**src/rtl/fault_event_arbiter.sv**
```systemverilog
// Round-robin fault/event arbiter feeding an in-order FIFO, with a sticky halt flag.
// Optional macro FAULT_TIMESTAMP_EN adds a free-running timestamp captured per entry.
module fault_event_arbiter #(
  parameter int NUM_SRC = 4,
  parameter int CODE_W  = 8,
  parameter int DEPTH   = 4,
  parameter int TS_W    = 16
) (
  input  logic                        clk,
  input  logic                        rst,
  input  logic [NUM_SRC-1:0]          src_valid,
  input  logic [NUM_SRC*CODE_W-1:0]   src_code,
  output logic [NUM_SRC-1:0]          src_ready,
  output logic                        out_valid,
  input  logic                        out_ready,
  output logic [$clog2(NUM_SRC)-1:0]  out_src,
  output logic [CODE_W-1:0]           out_code,
  output logic [TS_W-1:0]             out_ts,
  output logic                        halt,
  input  logic                        clear_halt,
  output logic [7:0]                  stall_cnt
);
  localparam int SRC_W = $clog2(NUM_SRC);
  localparam int PTR_W = $clog2(DEPTH);

  logic [SRC_W-1:0]   rr_ptr_q, rr_ptr_d;
  logic [PTR_W-1:0]   wr_ptr_q, rd_ptr_q;
  logic [PTR_W:0]     count_q, count_d;
  logic               halt_q;
  logic [7:0]         stall_q;

  logic [SRC_W-1:0]   src_mem_q  [DEPTH];
  logic [CODE_W-1:0]  code_mem_q [DEPTH];

  logic               pop, can_push, push, found;
  logic [SRC_W-1:0]   grant_idx;
  logic [SRC_W:0]     sum;
  logic [NUM_SRC-1:0] grant;

  assign out_valid = (count_q != '0);
  assign pop       = out_valid && out_ready;
  assign can_push  = (count_q < (PTR_W+1)'(DEPTH)) || pop;

  // Search upward from rr_ptr; sum is one bit wider so the wrap needs no modulo.
  always_comb begin
    found     = 1'b0;
    grant_idx = '0;
    sum       = '0;
    grant     = '0;
    for (int k = 0; k < NUM_SRC; k++) begin
      sum = {1'b0, rr_ptr_q} + (SRC_W+1)'(k);
      if (sum >= (SRC_W+1)'(NUM_SRC)) sum = sum - (SRC_W+1)'(NUM_SRC);
      if (!found && src_valid[sum[SRC_W-1:0]]) begin
        found     = 1'b1;
        grant_idx = sum[SRC_W-1:0];
      end
    end
    push = found && can_push && !rst;
    if (push) grant[grant_idx] = 1'b1;
  end

  assign src_ready = grant;

  always_comb begin
    rr_ptr_d = rr_ptr_q;
    if (push) rr_ptr_d = (grant_idx == SRC_W'(NUM_SRC-1)) ? '0 : grant_idx + SRC_W'(1);
    count_d = count_q;
    case ({push, pop})
      2'b10:   count_d = count_q + (PTR_W+1)'(1);
      2'b01:   count_d = count_q - (PTR_W+1)'(1);
      default: count_d = count_q;
    endcase
  end

  always_ff @(posedge clk) begin
    if (rst) begin
      rr_ptr_q <= '0;
      wr_ptr_q <= '0;
      rd_ptr_q <= '0;
      count_q  <= '0;
      halt_q   <= 1'b0;
      stall_q  <= '0;
    end else begin
      rr_ptr_q <= rr_ptr_d;
      count_q  <= count_d;
      if (push) wr_ptr_q <= wr_ptr_q + PTR_W'(1);
      if (pop)  rd_ptr_q <= rd_ptr_q + PTR_W'(1);
      // A new fault outranks a simultaneous clear.
      if (push)            halt_q <= 1'b1;
      else if (clear_halt) halt_q <= 1'b0;
      if (|src_valid && !can_push && stall_q != 8'hFF) stall_q <= stall_q + 8'd1;
    end
  end

  always_ff @(posedge clk) begin
    if (push) begin
      src_mem_q[wr_ptr_q]  <= grant_idx;
      code_mem_q[wr_ptr_q] <= src_code[grant_idx*CODE_W +: CODE_W];
    end
  end

  assign out_src   = src_mem_q[rd_ptr_q];
  assign out_code  = code_mem_q[rd_ptr_q];
  assign halt      = halt_q;
  assign stall_cnt = stall_q;

`ifdef FAULT_TIMESTAMP_EN
  logic [TS_W-1:0] ts_q;
  logic [TS_W-1:0] ts_mem_q [DEPTH];

  always_ff @(posedge clk) begin
    if (rst) ts_q <= '0;
    else     ts_q <= ts_q + TS_W'(1);
  end

  always_ff @(posedge clk) begin
    if (push) ts_mem_q[wr_ptr_q] <= ts_q;
  end

  assign out_ts = ts_mem_q[rd_ptr_q];
`else
  assign out_ts = '0;
`endif

`ifndef SYNTHESIS
  always_ff @(posedge clk) begin
    if (!rst) begin
      assert ($onehot0(src_ready)) else $error("src_ready not one-hot-or-zero");
      assert ((src_ready & ~src_valid) == '0) else $error("src_ready without src_valid");
      assert (!$isunknown(out_valid)) else $error("out_valid is X");
      assert (!$isunknown(halt)) else $error("halt is X");
    end
  end
`endif

endmodule

```
**config.mk**
```make
export PLATFORM = sky130hd
export DESIGN_NAME = fault_event_arbiter
export DESIGN_NICKNAME = d
export VERILOG_FILES = /design/src/rtl/fault_event_arbiter.sv
export SDC_FILE = /design/constraint.sdc
export NUM_CORES = 1
export LEC_CHECK = 0
export BUFFER_PORTS_ARGS = -buffer_cell sky130_fd_sc_hd__buf_2
export CORE_MARGIN = 2
export CORE_UTILIZATION = 43
export CTS_BUF_LIST = sky130_fd_sc_hd__clkbuf_4 sky130_fd_sc_hd__clkbuf_8
export CTS_CLUSTER_SIZE = 20
export DETAILED_ROUTE_END_ITERATION = 10
export PLACE_DENSITY_LB_ADDON = 0.12
export REMOVE_ABC_BUFFERS = 1
export SLEW_MARGIN = 20
export SYNTH_ARGS = -nofsm -noshare
export SYNTH_HDL_FRONTEND = slang
export SYNTH_SLANG_ARGS = --single-unit
```
**constraint.sdc**
```tcl
create_clock -name clk -period 2.2 [get_ports clk]
set_clock_uncertainty 0.2 [all_clocks]
set_input_delay 0.22 -clock clk [delete_from_list [all_inputs] [get_ports clk]]
set_output_delay 0.22 -clock clk [all_outputs]
set_load 0.02 [all_outputs]
```
==> flow_metrics.tcl <==
set metrics [dict create \
    status "finished, final reports clean" \
    netlist_instances 226 \
    finalCritPeriodShare_pct 99.5 \
    end_kind "output pin" \
    wl_per_cell_um 13.2 \
    finalWirelength_mm 5.29 \
    rsz0062_at_grt "yes" \
    num_vias 1902 \
    critPathArrivalTime_ns 1.77 \
    setup_viol 0 \
    leakagePower_nw 1.58 \
    grt-ovfl-total 0 \
    grt_max_degree 20 \
    die_h_um 86.9 \
    nFillCells 581 \
    clockBufferDepth 2 \
    place_congestion 0.714 \
    max_stage_delay_ns 0.38 \
    grt_use_total_pct 15.2 \
    synth_warnings 0 \
    hp-class "in -> reg" \
    grt_pass1_vias 1813 \
    synth_seq_cells 60 \
    drt_pass1_iterations 4 \
    die_x_um 86.9 \
    path_cells "mux2i_1 > nor2_1 > nor4_2 > inv_1 > ha_1 > and2_1 > buf_2" \
    fmax_mhz 457 \
    maxCapViolations 0 \
    postSynthAreaPerCell_sq_um 13.1 \
    root_buffer "clkbuf_8" \
    io_pins 80 \
    powerDensity_mw_per_mm2 1180 \
    num_rows 30 \
    finalHoldViolations 0 \
    cp_slowest_cell "dfxtp_4" \
    slew_viol_final 0 \
    setup_ws_ns 0.0111 \
    min_period_ns 2.19 \
    seq_area_frac_synth_pct 54.2 \
    cp.required_ns 1.78 \
    hpwl_mm 3.69 \
    cts-htree-levels 3 \
    cts_tree "built" \
    antenna_left 0 \
    area_growth_pct 27.6 \
    fin_nets 367 \
    use_met1_pct 17.3 \
    clk_latency_ns 0.33 \
    dp_slack_ns -0.0727 \
    antenna_found_initial 0 \
    clock-sinks 60 \
    path_max_fanout 4 \
    antenna_cells 0 \
    io_buffers 63 \
    grt_util_met3_pct 6.07 \
    fin_area_sq_mm 0.00377 \
    netlist_area_sq_mm 0.00296 \
    place_area_sq_mm 0.00341 \
    dieArea_sq_mm 0.00755 \
    ir_worst_vdd_mv 0.674 \
    drc_errors 0 \
    grtUsageMet2_pct 26.6 \
    worstSetupStartpointType "flip-flop" \
    crit_type "reg -> out" \
    numCtsBuffers 9 \
    layout-drive-gt1-share_pct 41.4 \
    grt_pass1_wl_mm 8.45 \
    core_region_area_sq_mm 0.00672 \
    start_util_pct 44.0 \
    clkSlewWorstSetupHoldPaths_ns 0.07 \
    drtIter0Drc 126 \
    grt.busiest_layer "met2" \
    yosysUniqueCellTypes 41 \
    avgViaCountPerCell 4.74 \
]
sequential cells by signal, indices dropped and copies added (netlist names), named ones only:
name        count
code_mem_q     32
count_q         3
halt            1
rd_ptr_q        2
rr_ptr_q        2
src_mem_q       8
stall_cnt       8
wr_ptr_q        2
worst paths after layout:
path                                  start            to  slack [ns]  cells past startpoint
worst min register to register         halt          halt        0.25                      2
worst min-delay path                    rst          halt        0.11                      5
worst max-delay path            rr_ptr_q[1]  src_ready[2]        0.01                      7
worst max register to register   count_q[0]    count_q[2]        0.09                      8
layer usage:
layer	vias up	routed length, um
met2	45	2820
met1	890	2190
met4	0	40
met5	-	0
li1	963	-
met3	4	236
metrics by stage:
| step | total power [W] | util, % | setup TNS (ns) | instances | hold WS [ns] |
|---|---|---|---|---|---|
| 2_1_floorplan | 0.00263 | - | -36.86 | 216 | 0.0891 |
| 3_3_place_gp | 0.00312 | 50.7 | -0.0703 | 379 | 0.229 |
| 3_5_place_dp | 0.00314 | 50.7 | -0.0727 | 379 | 0.246 |
| 4_1_cts | 0.00445 | 55.7 | -0.0523 | 401 | 0.106 |
| 5_1_grt | 0.00473 | 56.1 | -0.513 | 401 | 0.142 |
| 6_report | 0.00445 | 56.1 | 0 | 401 | 0.109 |
cells in the final DEF (no fill, tap or decap), drive strengths merged, types with 8 or more instances in the layout:
cell and n:
buf 88, nand2 9, mux2i 25, conb 16
ha 10, dfxtp 20, clkbuf 9, nor2 16
and2 9, xor2 8, mux4 10, inv 10
edfxtp 40
synthesized netlist by cell type, drive strengths merged:
library cell	instances	share of area [%]
nor2	16	2.0
and2b	1	0.25
a21oi	7	1.2
nand2b	2	0.42
nand4	2	0.64
nand3b	1	0.25
and2	9	1.9
mux2i	25	8.5
xor2	8	2.4
nand3	7	1.2
dfxtp	20	14
clkbuf	3	0.42
inv	9	1.1
nor2b	1	0.30
a211oi	1	0.25
nand2	9	1.4
and3	2	0.42
nor3	2	0.34
o21ai	4	0.68
and4	1	0.30
xnor2	2	0.59
a31oi	1	0.21
mux4	10	7.6
edfxtp	40	41
o31ai	1	0.25
buf	22	5.9
conb	1	0.13
fa	1	0.68
nor4	2	0.64
nor3b	1	0.25
or3	4	0.85
a2bb2oi	1	0.51
ha	10	4.2
report_power, final:
group          switching, W  internal [W]
clock network      0.000450      0.000759
registers         0.0000972       0.00151
logic              0.000853      0.000779
worst max-delay path: cells and delay by family (launching register included):
kind,cells,cell delay [ns]
simple gates,3,0.41
flops,1,0.38
buf+inv,2,0.26
fa+ha+maj,1,0.20
mux,1,0.19
repair_timing:
action	in CTS	in global routing
pin swaps	1	0
setup endpoints to repair	4	25
hold buffers	1	0
resized for setup	10	9
hold endpoints to repair	1	0
setup buffers	5	0
layout make-up:
type                       count  area (sq um)  area share, %
inverter                       9          33.8          0.896
tap                           80           100           2.65
clock inverter                 7           124           3.28
timing repair buffer          89           538           14.3
sequential                    60          1610           42.6
clock buffer                   9           124           3.28
multi-input combinational    147          1250           33.1
kinds of logic after synthesis:
logic type               count (synthesis)  share of synthesized area (%)
AND/OR/NAND/NOR                         60                           11.2
AO/OA/AOI/OAI                           15                           3.09
adder cells (fa/ha/maj)                 11                           4.91
other                                    1                          0.127
flip-flops                              60                           54.2
XOR/XNOR                                10                           2.96
buffers and inverters                   34                           7.45
multiplexers                            35                           16.1
(Power assumes the default switching activity.)
